## config.mk

```make
export PLATFORM = sky130hd
export DESIGN_NAME = pipelined_cs_adder
export DESIGN_NICKNAME = d
export VERILOG_FILES = /design/src/rtl/pcsa_pkg.sv /design/src/rtl/pipelined_cs_adder_slice.sv /design/src/rtl/pipelined_cs_adder.sv
export SDC_FILE = /design/constraint.sdc
export NUM_CORES = 1
export LEC_CHECK = 0
export ABC_AREA = 1
export BUFFER_PORTS_ARGS = -buffer_cell sky130_fd_sc_hd__buf_2
export CAP_MARGIN = 10
export CORE_MARGIN = 10
export CORE_UTILIZATION = 30
export CTS_CLUSTER_SIZE = 14
export DETAILED_ROUTE_END_ITERATION = 16
export HOLD_SLACK_MARGIN = 0.02
export SETUP_SLACK_MARGIN = 0.4
export SYNTH_ARGS = -nofsm -noshare
export SYNTH_HDL_FRONTEND = slang
export SYNTH_SLANG_ARGS = --single-unit
export TNS_END_PERCENT = 5
```

## constraint.sdc

```tcl
create_clock -name clk -period 5.85 [get_ports clk]
set_clock_uncertainty 0.05 [all_clocks]
set_input_delay 0.2925 -clock clk [delete_from_list [all_inputs] [get_ports clk]]
set_output_delay 0.2925 -clock clk [all_outputs]
set_load 0.02 [all_outputs]
```

## src/rtl/pcsa_pkg.sv

```systemverilog
//==============================================================================
// Module   : pcsa_pkg
// Purpose  : Shared sizing helpers for the pipelined carry-select adder.
// Revision : 1.0
//==============================================================================
`default_nettype none

package pcsa_pkg;

    localparam int C_DEF_WIDTH = 32;
    localparam int C_DEF_BLOCK = 8;

    // Number of slices, and therefore pipeline stages, for a given geometry.
    function automatic int nblk(input int width, input int block);
        return width / block;
    endfunction

endpackage

`default_nettype wire

```

## src/rtl/pipelined_cs_adder_slice.sv

```systemverilog
//==============================================================================
// Module   : cs_slice
// Purpose  : Combinational slice forming both carry-select candidate sums.
// Revision : 1.0
//==============================================================================
`default_nettype none

module cs_slice
    import pcsa_pkg::*;
#(
    parameter int BLOCK = C_DEF_BLOCK
) (
    input  logic [BLOCK-1:0] a,
    input  logic [BLOCK-1:0] b,
    output logic [BLOCK-1:0] s0,
    output logic             co0,
    output logic [BLOCK-1:0] s1,
    output logic             co1
);

    assign {co0, s0} = {1'b0, a} + {1'b0, b};
    assign {co1, s1} = {1'b0, a} + {1'b0, b} + (BLOCK+1)'(1);

endmodule

`default_nettype wire

```

## src/rtl/pipelined_cs_adder.sv

```systemverilog
//==============================================================================
// Module   : pipelined_cs_adder
// Purpose  : Pipelined carry-select adder/subtractor, one slice resolved per
//            stage, whole-pipe stall on output backpressure.
// Revision : 1.0
//==============================================================================
`default_nettype none

module pipelined_cs_adder
    import pcsa_pkg::*;
#(
    parameter int WIDTH = C_DEF_WIDTH,
    parameter int BLOCK = C_DEF_BLOCK
) (
    input  logic             clk,
    input  logic             areset,
    input  logic             in_valid,
    output logic             in_ready,
    input  logic [WIDTH-1:0] a,
    input  logic [WIDTH-1:0] b,
    input  logic             cin,
    input  logic             sub,
    output logic             out_valid,
    input  logic             out_ready,
    output logic [WIDTH-1:0] sum,
    output logic             cout,
    output logic             ovf
);

    localparam int NBLK = nblk(WIDTH, BLOCK);

    if ((BLOCK < 1) || (BLOCK > WIDTH) || ((WIDTH % BLOCK) != 0)) begin : g_bad_params
        $error("pipelined_cs_adder: WIDTH must be a positive multiple of BLOCK");
    end

    typedef struct packed {
        logic                       valid;
        logic [NBLK-1:0][BLOCK-1:0] s0;
        logic [NBLK-1:0][BLOCK-1:0] s1;
        logic [NBLK-1:0]            co0;
        logic [NBLK-1:0]            co1;
        logic [WIDTH-1:0]           sum;
        logic                       carry;
        logic                       a_msb;
        logic                       b_msb;
    } stage_t;

    stage_t                     r_st   [NBLK];
    stage_t                     w_next [NBLK];
    logic                       w_en;
    logic [WIDTH-1:0]           w_beff;
    logic                       w_c0;
    logic [NBLK-1:0][BLOCK-1:0] w_s0;
    logic [NBLK-1:0][BLOCK-1:0] w_s1;
    logic [NBLK-1:0]            w_co0;
    logic [NBLK-1:0]            w_co1;

    assign w_en     = !r_st[NBLK-1].valid || out_ready;
    assign in_ready = w_en && !areset;
    assign w_beff   = sub ? ~b : b;
    assign w_c0     = sub ? 1'b1 : cin;

    for (genvar k = 0; k < NBLK; k++) begin : g_slice
        cs_slice #(
            .BLOCK (BLOCK)
        ) u_slice (
            .a   (a[k*BLOCK +: BLOCK]),
            .b   (w_beff[k*BLOCK +: BLOCK]),
            .s0  (w_s0[k]),
            .co0 (w_co0[k]),
            .s1  (w_s1[k]),
            .co1 (w_co1[k])
        );
    end

    // Stage 0 captures every candidate and resolves slice 0; stage j resolves
    // slice j from the carry handed forward by stage j-1.
    always_comb begin
        for (int j = 0; j < NBLK; j++) begin
            w_next[j] = '0;
        end
        w_next[0].valid            = in_valid;
        w_next[0].s0               = w_s0;
        w_next[0].s1               = w_s1;
        w_next[0].co0              = w_co0;
        w_next[0].co1              = w_co1;
        w_next[0].sum[BLOCK-1:0]   = w_c0 ? w_s1[0] : w_s0[0];
        w_next[0].carry            = w_c0 ? w_co1[0] : w_co0[0];
        w_next[0].a_msb            = a[WIDTH-1];
        w_next[0].b_msb            = w_beff[WIDTH-1];
        for (int j = 1; j < NBLK; j++) begin
            w_next[j] = r_st[j-1];
            w_next[j].sum[j*BLOCK +: BLOCK] = r_st[j-1].carry ? r_st[j-1].s1[j]
                                                              : r_st[j-1].s0[j];
            w_next[j].carry = r_st[j-1].carry ? r_st[j-1].co1[j] : r_st[j-1].co0[j];
        end
    end

    always_ff @(posedge clk or posedge areset) begin
        if (areset) begin
            for (int j = 0; j < NBLK; j++) begin
                r_st[j] <= '0;
            end
        end else if (w_en) begin
            for (int j = 0; j < NBLK; j++) begin
                r_st[j] <= w_next[j];
            end
        end
    end

    assign out_valid = r_st[NBLK-1].valid;
    assign sum       = r_st[NBLK-1].sum;
    assign cout      = r_st[NBLK-1].carry;
    assign ovf       = (r_st[NBLK-1].a_msb == r_st[NBLK-1].b_msb)
                    && (r_st[NBLK-1].sum[WIDTH-1] != r_st[NBLK-1].a_msb);

endmodule

`default_nettype wire

```

==> impl_metrics.ini, run 1 <==
[pwr]
powerDensity_mw_per_mm2 = 474
leakage_nw = 6.14
ir_drop_mv = 0.245

[die]
initial_core_util = 0.304
core_area_sq_mm = 0.0345
ios = 106
die_h_um = 207
rows = 68
die_x_um = 207
dieArea_sq_mm = 0.0429

[worst_hold_path]
holdCritPathClass = input pin to flip-flop

[timing]
rsz0062_at_grt = false
final_max_slew_viol_count = 0
min_period_over_period = 0.457
max_freq_ghz = 0.374
timing.final.crit_period_ns = 2.68
setup_viol = 0
tightest_slew_ns = 1.01
timing.setup.tns_ns = 0
maxSlewHeadroom = 0.328
hold_violations = 0

[finish]
drive_gt1_frac = 0.124
mostFrequentLayoutCell = nand2_1
final_core_util = 0.345
layout.cells.most_common_list = 428 x nand2_1, 204 x dfrtp_1, 143 x inv_1
finalNetCount = 1466
n_antenna_cell = 0
fin_area_sq_mm = 0.0119
area_growth_syn_to_layout_pct = 13.5

[logic_synthesis]
syn-num-nets = 1417
syn_area_per_cell_sq_um = 8.06
synth_edf_count = 0
yosys.area.top_type_share = 0.486
synth_top_cell_by_area = dfrtp_1
ys_ff_latch = 204
async_flop_share = 1.00
synth-seq-area-share = 0.486
yosysUniqueCellTypes = 39
synth_top_flop_cell = dfrtp_1
syn_inst = 1305
synthTopCellsByArea = dfrtp_1 49%, nand2_1 15%, o21ai_0 5.5%
ys_warn_count = 0
netlist_area_sq_mm = 0.0105

[global_route]
grt_first_pass_wirelength_mm = 39.3
grt_overflow = 0
grt_max_degree = 236
antenna_found_initial = 0
grt_usage = 0.104
grt_pass1_vias = 7734

[clock_tree]
cts_setup_buffers = 0
cts_tree = yes
clk_pin_slew_ns = 0.06
cts_htree_levels = 1
clockRootBuffer = clkbuf_16
clk_latency_ns = 0.49
numClockSinks = 204
cts_buffers = 21
cts.path.max_buffers = 3

[setup_path]
critPathCaptureType = flip-flop
r2r-end = r_st[110]
cp-endpoint = r_st[360]
cp.required_ns = 6.17
critical_path_class = input pin to flip-flop
r2r_setup_slack_ns = 3.54
worstSetupStartpoint = sub
critPathLaunchType = input pin
crit_fanout = 33
r2r_cells = 8
cp_data_arrival_time_ns = 3.00
r2r_start = out_valid

[routing]
firstDrtPassIters = 5
routed_wl_mm = 23.0
drt_iter0_markers = 474
post_drt_wl_per_cell_um = 12.6
via_per_inst = 4.34
ant_nets = 0
route.detailed.drc = 0
vias = 7916

[status]
status = completed

[placed_design]
gp_congestion = 0.843
numPortBuffers = 105
dp_hpwl_mm = 15.9
dpl_cell_area_sq_mm = 0.0112

[flow_run]
maxCapViolations = 0
power by group:
part           switching (mW)  internal (mW)
clock                   0.545          0.801
sequential              0.343           2.09
combinational            1.24          0.635
total                    2.13           3.52
logic make-up after synthesis:
group	count (synthesis)	share of synthesized area
flops	204	0.486
fa+ha+maj	42	0.0528
simple gates	579	0.225
buf+inv	233	0.0970
compound gates	205	0.103
xor+xnor	42	0.0364
flip-flops by register name, indices dropped and copies added, names as in the netlist:
name	flops
out_valid	1
cout	1
r_st	170
sum	32
worst min path at each step:
stage,to,slack [ns],cells after the start,start
global placement,sum[14],0.40,2,r_st[125]
CTS,r_st[325],0.07,3,a[31]
floorplan,r_st[325],0.36,2,a[31]
detailed placement,sum[14],0.40,2,r_st[125]
global route,r_st[325],0.08,3,a[31]
finish,r_st[325],0.07,3,a[31]
Yosys cell counts, types with 3 or more instances:
master      n
dfrtp_1   204
buf_1       7
nand2_1   428
inv_1     144
nand2_2     8
o21ai_0   115
nor2_1     60
buf_2      14
inv_2       4
buf_4      34
o21ai_1     5
a21oi_1    59
xnor2_1     6
clkbuf_1   29
nor2_2      6
o21bai_1    3
ha_1       38
nand3_1    48
o22ai_1     3
a31oi_1     4
o211ai_1    9
xor2_1     34
fa_1        4
nand4_1    15
nand3b_1    5
metrics by stage:
step | setup slack (ns) | hold WS [ns] | cells | total power, mW
5_1_grt | 2.92 | 0.0783 | 1822 | 6.16
4_1_cts | 3.18 | 0.0723 | 1822 | 5.75
6_report | 3.17 | 0.0693 | 1822 | 5.65
2_1_floorplan | 2.86 | 0.363 | 1305 | 3.92
3_5_place_dp | 2.63 | 0.402 | 1784 | 4.36
3_3_place_gp | 2.70 | 0.401 | 1784 | 4.31
per-layer routing:
metal	vias to the layer above	part of all wire	GRT usage
li1	4179	-	-
met1	3600	0.53	0.155
met2	107	0.42	0.152
met3	30	0.038	0.0165
met4	0	0.014	0.0238
met5	-	0	0
worst max-delay path: stages:
cell	delay, ns
buf_2	0.67
xor2_1	0.22
ha_1	0.20
inv_1	0.06
fa_1	0.47
inv_1	0.09
ha_1	0.16
inv_1	0.05
nor2_1	0.10
nand3_1	0.12
nor2_2	0.16
nand2_1	0.09
nor2_1	0.12
nand2_1	0.06
nand2_1	0.05
nand3_1	0.05
cell type report:
class | count | area (sq um)
flip-flops and latches | 204 | 5100
multi-input cells | 868 | 4390
inverters | 149 | 566
clock buffers | 28 | 592
well taps | 455 | 569
clock inverters | 8 | 103
fillers | 3657 | 22600
repair buffers | 110 | 606
repair_timing:
action | CTS | global route
endpoints found under the hold margin | 35 | 0
hold buffers | 2 | 0
resized for setup | 0 | 0
No activity file was read; power rests on OpenSTA's default activity.
==> inputs of run 2 (changes only) <==
- ABC_AREA: 1 -> 0
- clock period: 5.85 -> 2.35 ns (I/O delays scaled with it)
==> impl_metrics.ini, run 2 <==
[routing]
via_per_inst = 4.25
ant_nets = 0
firstDrtPassIters = 4
post_drt_wl_per_cell_um = 12.6
vias = 7413
routed_wl_mm = 22.0
route.detailed.drc = 0
drt_iter0_markers = 331

[logic_synthesis]
ys_ff_latch = 204
synth_top_flop_cell = dfrtp_1
synthTopCellsByArea = dfrtp_1 51%, nand2_1 16%, ha_1 4.7%
syn_inst = 1131
yosys.area.top_type_share = 0.505
syn_area_per_cell_sq_um = 8.93
synth_edf_count = 0
yosysUniqueCellTypes = 55
ys_warn_count = 0
netlist_area_sq_mm = 0.0101
async_flop_share = 1.00
synth_top_cell_by_area = dfrtp_1
synth-seq-area-share = 0.505
synthTopCellsByCount = 444 x nand2_1, 204 x dfrtp_1, 60 x o21ai_0
synth_most_common_cell = nand2_1
syn-num-nets = 1243

[timing]
tightest_slew_ns = 0.605
final_max_slew_viol_count = 0
setup_viol = 0
hold_violations = 0
timing.final.crit_period_ns = 2.09
min_period_over_period = 0.889
max_freq_ghz = 0.479
maxSlewHeadroom = 0.597
rsz0062_at_grt = true

[finish]
finalNetCount = 1400
top_register = r_st
area_growth_syn_to_layout_pct = 25.1
mostFrequentLayoutCell = nand2_1
layout.cells.most_common_list = 444 x nand2_1, 204 x dfrtp_1, 104 x buf_2
largest_reg_flops = 170
final_cells = 1746
drive_gt1_frac = 0.227
final_core_util = 0.379

[clock_tree]
clockRootBuffer = clkbuf_16
clk_latency_ns = 0.47
cts_htree_levels = 1
cts.path.max_buffers = 3
clk_pin_slew_ns = 0.06
cts_buffers = 19
cts_tree = yes
numClockSinks = 204

[die]
rows = 67
dieArea_sq_mm = 0.0414
ios = 106
core_area_sq_mm = 0.0334
die_h_um = 204
initial_core_util = 0.303
die_x_um = 204

[placed_design]
numPortBuffers = 105
gp_congestion = 0.752
dp_cells = 1702
dp_hpwl_mm = 16.3

[pwr]
ir_drop_mv = 0.441
combPwrFrac = 0.361
p_sw_frac = 0.360
pwr-share-clk = 0.205
p_sw_mw = 5.11
powerDensity_mw_per_mm2 = 1120
p_int_mw = 9.10
leakage_nw = 6.27
p_seq_frac = 0.433

[worst_hold_path]
holdPathStages = 4
hold_path_startpoint = a[16]
holdCritPathClass = input pin to flip-flop
hold_path_end = r_st[383]

[setup_path]
critPathLaunchType = input pin
r2r_cells = 4
r2r-end = r_st[360]
cp.required_ns = 2.65
critical_path_class = input pin to flip-flop
critPathCaptureType = flip-flop
crit_fanout = 9
cp_data_arrival_time_ns = 2.39
r2r_setup_slack_ns = 0.86
r2r_start = out_valid

[flow_run]
maxCapViolations = 0

[global_route]
grt_pass1_vias = 7437
grt_usage = 0.106
grt_overflow = 0
grt_max_degree = 88
antenna_found_initial = 1
grt_first_pass_wirelength_mm = 37.3

[status]
status = completed
## run 2: cell count changes in the layout (fill, tap and decap cells not counted), moves of 11 or more
cell | previous run | this run
xnor2_1 | 6 | 19
o21ai_0 | 115 | 60
nand2_1 | 428 | 444
nand4_1 | 15 | 4
nand3_1 | 48 | 7
a21oi_1 | 59 | 21
inv_1 | 143 | 23
nor2_1 | 60 | 40
buf_4 | 0 | 98
mux2i_1 | 0 | 27
## run 2: critical path, stage by stage
cell     delay, ns
buf_12        0.12
buf_8         0.14
xor2_2        0.14
ha_2          0.18
inv_1         0.05
fa_1          0.49
inv_1         0.09
ha_1          0.17
o21ai_0       0.11
nor2_1        0.15
nand4_1       0.17
buf_4         0.19
xnor2_2       0.16
a21oi_1       0.09
## run 2: cell families after synthesis
group | Yosys count | share of synthesized area
and+or+nand+nor | 537 | 0.212
DFF | 204 | 0.505
AOI/OAI and AO/OA | 136 | 0.0818
buffers and inverters | 110 | 0.0530
xor gates and xnor gates | 75 | 0.0658
adders and majority gates | 42 | 0.0550
muxes | 27 | 0.0267
## run 2: per-stage QoR
stage	hold slack (ns)	setup WS, ns	TNS, ns	power, mW	cell area [sq um]
detailed placement	0.166	-0.440	-6.08	11.3	11600
global placement	0.164	-0.390	-4.25	11.1	11600
floorplan	0.180	-0.462	-98.08	9.75	10100
CTS	0.0422	0.238	0	14.3	12500
finish	0.0705	0.261	0	14.2	12600
global route	0.0770	0.133	0	15.4	12600
## run 2: final cells by class
class                      instances  area, sq um
fill                            3459        20700
sequential                       204         5100
multi-input combinational        817         4740
timing repair buffer             221         1550
tap                              448          561
clock buffer                      28          549
inverter                          25         97.6
clock inverter                     2         35.0
antenna                            1         2.50
## run 2: how the worst max path moves through the flow
| stage | endpoint | from |
|---|---|---|
| final | r_st[333] | sub |
| after global routing | r_st[326] | sub |
| after CTS | r_st[398] | sub |
| after detailed placement | r_st[362] | sub |
| after global placement | r_st[360] | sub |
| after floorplan | cout | areset |
## run 2: repair_timing
| action | in CTS | in global routing |
|---|---|---|
| pin swaps | 15 | 11 |
| endpoints found under the setup margin | 20 | 24 |
| gates resized for setup | 25 | 28 |
| endpoints found under the hold margin | 27 | 0 |
| hold buffers | 8 | 0 |
| buffers inserted | 2 | 2 |
| gates cloned | 1 | 0 |
## run 2: layer usage
metal | GRT usage | share of wire | up-vias
li1 | - | - | 3943
met1 | 0.155 | 0.53 | 3358
met2 | 0.161 | 0.42 | 96
met3 | 0.0178 | 0.037 | 16
met4 | 0.0237 | 0.011 | 0
met5 | 0 | 0 | -
## run 2: power groups by stage
stage          Combinational [mW]  Clock, mW  Sequential [mW]
6_report                     5.13       2.92             6.16
3_3_place_gp                 4.89          0             6.18
4_1_cts                      5.12       3.02             6.18
5_1_grt                      5.90       3.13             6.41
3_5_place_dp                 5.02          0             6.24
2_1_floorplan                3.83          0             5.93
